**src/rtl/ram_arb_pkg.sv**
```systemverilog
`default_nettype none
// ============================================================================
// Module      : ram_arb_pkg
// Description : Shared types and defaults for the two-client RAM arbiter.
// Revision    : 1.0 - initial release
// ============================================================================
package ram_arb_pkg;

    localparam int ADDR_W_DEF = 5;
    localparam int DATA_W_DEF = 8;

    typedef logic client_id_t;

    localparam client_id_t CLIENT0 = 1'b0;
    localparam client_id_t CLIENT1 = 1'b1;

    typedef struct packed {
        logic       valid;
        client_id_t id;
    } rd_tag_t;

endpackage
`default_nettype wire

```
**src/rtl/ram_arb_rr2.sv**
```systemverilog
`default_nettype none
// ============================================================================
// Module      : ram_arb_rr2
// Description : Combinational two-way round-robin picker.
// Revision    : 1.0 - initial release
// ============================================================================
module ram_arb_rr2
    import ram_arb_pkg::*;
(
    input  logic [1:0] req,
    input  client_id_t last,
    output logic [1:0] gnt,
    output client_id_t gnt_id
);

    always_comb begin
        gnt    = 2'b00;
        gnt_id = last;
        case (req)
            2'b01:   gnt_id = CLIENT0;
            2'b10:   gnt_id = CLIENT1;
            2'b11:   gnt_id = (last == CLIENT0) ? CLIENT1 : CLIENT0;
            default: gnt_id = last;
        endcase
        if (req != 2'b00) begin
            gnt[gnt_id] = 1'b1;
        end
    end

endmodule
`default_nettype wire

```
**src/rtl/ram_rw_arbiter.sv**
```systemverilog
`default_nettype none
// ============================================================================
// Module      : ram_rw_arbiter
// Description : Round-robin sharing of a single-port RAM between two clients,
//               with registered command stage and tagged read return.
// Revision    : 1.0 - initial release
// ============================================================================
module ram_rw_arbiter
    import ram_arb_pkg::*;
#(
    parameter int ADDR_W = ADDR_W_DEF,
    parameter int DATA_W = DATA_W_DEF,
    parameter int RD_LAT = 1
) (
    input  logic              clk,
    input  logic              rst_n,

    input  logic              req_0,
    input  logic              we_0,
    input  logic [ADDR_W-1:0] addr_0,
    input  logic [DATA_W-1:0] wdata_0,
    output logic              gnt_0,
    output logic              rvalid_0,
    output logic [DATA_W-1:0] rdata_0,

    input  logic              req_1,
    input  logic              we_1,
    input  logic [ADDR_W-1:0] addr_1,
    input  logic [DATA_W-1:0] wdata_1,
    output logic              gnt_1,
    output logic              rvalid_1,
    output logic [DATA_W-1:0] rdata_1,

    output logic              ram_en,
    output logic              ram_wr_H_rd_L,
    output logic [ADDR_W-1:0] ram_addr,
    output logic [DATA_W-1:0] ram_wr_data,
    input  logic [DATA_W-1:0] ram_rd_data
);

    logic [1:0]        w_req;
    logic [1:0]        w_gnt;
    client_id_t        w_gnt_id;
    logic              w_any_gnt;
    logic              w_sel_we;
    logic [ADDR_W-1:0] w_sel_addr;
    logic [DATA_W-1:0] w_sel_wdata;

    client_id_t        r_last;
    logic              r_ram_en;
    logic              r_ram_wr;
    logic [ADDR_W-1:0] r_ram_addr;
    logic [DATA_W-1:0] r_ram_wdata;
    // Index 0 is aligned with the command stage; index RD_LAT with read data.
    rd_tag_t           r_tag [0:RD_LAT];

    assign w_req = {req_1, req_0};

    ram_arb_rr2 u_rr2 (
        .req    (w_req),
        .last   (r_last),
        .gnt    (w_gnt),
        .gnt_id (w_gnt_id)
    );

    assign gnt_0     = w_gnt[0];
    assign gnt_1     = w_gnt[1];
    assign w_any_gnt = |w_gnt;

    assign w_sel_we    = (w_gnt_id == CLIENT1) ? we_1    : we_0;
    assign w_sel_addr  = (w_gnt_id == CLIENT1) ? addr_1  : addr_0;
    assign w_sel_wdata = (w_gnt_id == CLIENT1) ? wdata_1 : wdata_0;

    always_ff @(posedge clk or negedge rst_n) begin
        if (!rst_n) begin
            r_last <= CLIENT1;
        end else if (w_any_gnt) begin
            r_last <= w_gnt_id;
        end
    end

    always_ff @(posedge clk or negedge rst_n) begin
        if (!rst_n) begin
            r_ram_en    <= 1'b0;
            r_ram_wr    <= 1'b1;
            r_ram_addr  <= '0;
            r_ram_wdata <= '0;
        end else if (w_any_gnt) begin
            r_ram_en    <= 1'b1;
            r_ram_wr    <= w_sel_we;
            r_ram_addr  <= w_sel_addr;
            r_ram_wdata <= w_sel_wdata;
        end else begin
            r_ram_en    <= 1'b0;
            r_ram_wr    <= 1'b1;
        end
    end

    always_ff @(posedge clk or negedge rst_n) begin
        if (!rst_n) begin
            for (int k = 0; k <= RD_LAT; k++) begin
                r_tag[k] <= '0;
            end
        end else begin
            r_tag[0].valid <= w_any_gnt && !w_sel_we;
            r_tag[0].id    <= w_gnt_id;
            for (int k = 1; k <= RD_LAT; k++) begin
                r_tag[k] <= r_tag[k-1];
            end
        end
    end

    assign ram_en        = r_ram_en;
    assign ram_wr_H_rd_L = r_ram_wr;
    assign ram_addr      = r_ram_addr;
    assign ram_wr_data   = r_ram_wdata;

    assign rvalid_0 = r_tag[RD_LAT].valid && (r_tag[RD_LAT].id == CLIENT0);
    assign rvalid_1 = r_tag[RD_LAT].valid && (r_tag[RD_LAT].id == CLIENT1);
    assign rdata_0  = ram_rd_data;
    assign rdata_1  = ram_rd_data;

endmodule
`default_nettype wire

```
**config.mk**
```make
export PLATFORM = sky130hd
export DESIGN_NAME = ram_rw_arbiter
export DESIGN_NICKNAME = d
export VERILOG_FILES = /design/src/rtl/ram_arb_pkg.sv /design/src/rtl/ram_arb_rr2.sv /design/src/rtl/ram_rw_arbiter.sv
export SDC_FILE = /design/constraint.sdc
export NUM_CORES = 1
export LEC_CHECK = 0
export CORE_ASPECT_RATIO = 1.25
export CORE_MARGIN = 2
export CORE_UTILIZATION = 34
export DETAILED_ROUTE_END_ITERATION = 8
export PLACE_DENSITY = 0.91
export SLEW_MARGIN = 40
export SYNTH_ARGS = -nofsm -noshare
export SYNTH_HDL_FRONTEND = slang
export SYNTH_SLANG_ARGS = --single-unit
```
**constraint.sdc**
```tcl
create_clock -name clk -period 1.5 [get_ports clk]
set_clock_uncertainty 0.15 [all_clocks]
set_input_delay 0.225 -clock clk [delete_from_list [all_inputs] [get_ports clk]]
set_output_delay 0.225 -clock clk [all_outputs]
set_load 0.02 [all_outputs]
```
==> run metrics <==
status finished, violations left; failing checks negative setup slack; vias per std cell 4.948; slowest cell on the critical path dfstp_2; most frequent cells in the layout clkdlybuf4s50_1 (30), dfrtp_1 (18), dlygate4sd2_1 (15); nets@finish 179; Ys Warns 0; highest cell delay on the worst timing path 0.55 ns; Routed Antenna Nets 0; CTS Sinks 20; Synth top area share 43.69%; leakage power total 0.7137 nW; row count 22; die width 53.25 µm; fmax 638.0 MHz; cell taking the most area after synthesis dfrtp_1; Max-slew headroom 82.54%; cells after synthesis 94; antenna diode count 0; MaxCap Viol Count 0; Syn-to-layout area delta 55.10%; Worst EP required 1.12 ns; minimum clock period 1.568 ns; Final Cycle Share 104.5%; final setup fails 2; die height 65.57 µm; layout cell share with drive strength beyond 1 25.36%; IO Pins 75; final wirelength 2.782 mm; GRT Residual Overflow 0; CTS buffer count 3; most common cell after layout, fill and taps aside clkdlybuf4s50_1; # port buffers 50; Core Region 2918 µm²; Setup WS pre-CTS -0.5188 ns; initial antenna violation count 0; CTS Hold Bufs 0; Synth Net Count 134; Pre-antenna DRT Iters 2; CTS tree done; vias in the first global route 939; Setup crit end kind primary output; DRC violations left 0; Detailed Place HPWL 2.016 mm; DIE AREA 3491 µm²; Total Power 1.588 mW; sequential element share of the synthesized area 48.79%; Mapped Area 1031 µm²; routed length per instance 15.99 µm; FF/Latch Area 503.0 µm²; Startpoint Class flop; largest net degree at the start of global routing 21; # fillers 275; Final Slew Violations 0; Initial Util 35.33%; clk buf depth 2; count of cell types in the netlist 17; final worst setup slack -0.06750 ns; Vias 861; Area contributors post-synth dfrtp_1 (44%), buf_4 (13%), mux2i_1 (13%); area occupied by multi-input gates 416.7 µm²; worst skew pair latency 0.29 ns; Worst VDD drop 0.5164 mV; CTS clk-pin slew, worst paths 0.12 ns; crit-path cells a21bo_1 -> inv_1 -> buf_6; worst-margin pin slew 0.2618 ns; unrepaired setup endpoints after global routing yes; Avg Cell Area, Syn 10.97 µm²; worst-path maximum fanout 2; Min-Delay Path Class input port to async pin; dpl cell area 1479 µm²; Clock Tree Root clkbuf_4; #FFs+latches synth 20; deepest level of the CTS H-tree 1; Hold Fails Final Rpt 0; Post-Layout Inst Area 1599 µm²; Arr. time, crit path 1.19 ns; first-pass GRT wire length 3.926 mm; PD cells 992.9 nW/µm²; DR iter-0 viols 24; CP Class flop to primary output; Total GRT Usage 15.50%; GPL Wtd Cong 0.6527
stage by stage:
stage	utilization, %	TNS, ns	std cells	hold WS [ns]
finish	54.80	-0.1328	174	0.1169
global route	54.80	-0.3570	174	0.1118
CTS	51.84	-0.1779	172	0.1187
detailed placement	50.69	-5.119	168	0.1865
global placement	50.69	-4.301	168	0.1866
floorplan	-	0	94	-0.2206
flip-flops by register name, indices dropped and copies added, names as in the netlist:
name,count
ram_addr,5
ram_wr_H_rd_L,1
r_last,1
r_tag,4
ram_wr_data,8
ram_en,1
repair_timing:
| action | in CTS | in global routing |
|---|---|---|
| gates cloned | 0 | 1 |
| pin swaps | 1 | 1 |
| setup endpoints to repair | 20 | 18 |
| resized for setup | 35 | 22 |
| setup buffers | 0 | 1 |
cell type report:
type	instances	share of cell area (%)
timing repair buffer	62	35.68
clock inverter	1	1.878
sequential	20	31.46
inverter	3	0.7042
clock buffer	3	1.408
tap	36	2.817
multi-input combinational	49	26.06
cells by family after synthesis:
family                 after synthesis  synth area share (%)
multiplexers                        13                 12.62
flip-flops                          20                 48.79
buffers and inverters               25                 17.84
AND/OR/NAND/NOR                      4                 2.185
AO/OA/AOI/OAI                       32                 18.57
worst paths after layout:
path	to	depth (start not counted)	slack, ns	start
max	gnt_1	3	-0.07	r_last
min	ram_wr_data[5]	2	0.12	rst_n
max reg2reg	ram_addr[3]	6	0.03	r_last
min reg2reg	r_tag[0]	0	0.21	r_tag[2]
max in group asynchronous	r_last	2	0.82	rst_n
min in group clk	r_tag[0]	0	0.21	r_tag[2]
where the power goes:
| part | switching [mW] | leakage [nW] | internal (mW) |
|---|---|---|---|
| logic | 0.253 | 0.458 | 0.253 |
| registers | 0.0333 | 0.228 | 0.613 |
| clock network | 0.166 | 0.0279 | 0.270 |
| total | 0.452 | 0.714 | 1.14 |
synth_stat cells, drive strengths merged:
cell    number
buf         21
dfrtp       18
o22ai       14
a21oi       13
mux2i       13
inv          3
dfstp        2
o21a         2
a21bo        1
and2         1
clkbuf       1
nand2        1
nor2b        1
o21ai        1
o22a         1
or2          1
critical path, delay by kind of cell, from the launching register on:
kind | cells | cell delay, ns
compound gates | 1 | 0.16
buf+inv | 2 | 0.19
flops | 1 | 0.55
metal layers:
metal | share of wire, % | global-route usage [%] | vias up
li1 | - | - | 410
met1 | 37 | 15.70 | 408
met2 | 55 | 31.48 | 41
met3 | 7.2 | 2.500 | 2
met4 | 0.90 | 2.885 | 0
met5 | 0 | 0 | -
Power figures use the tool's default switching activity.
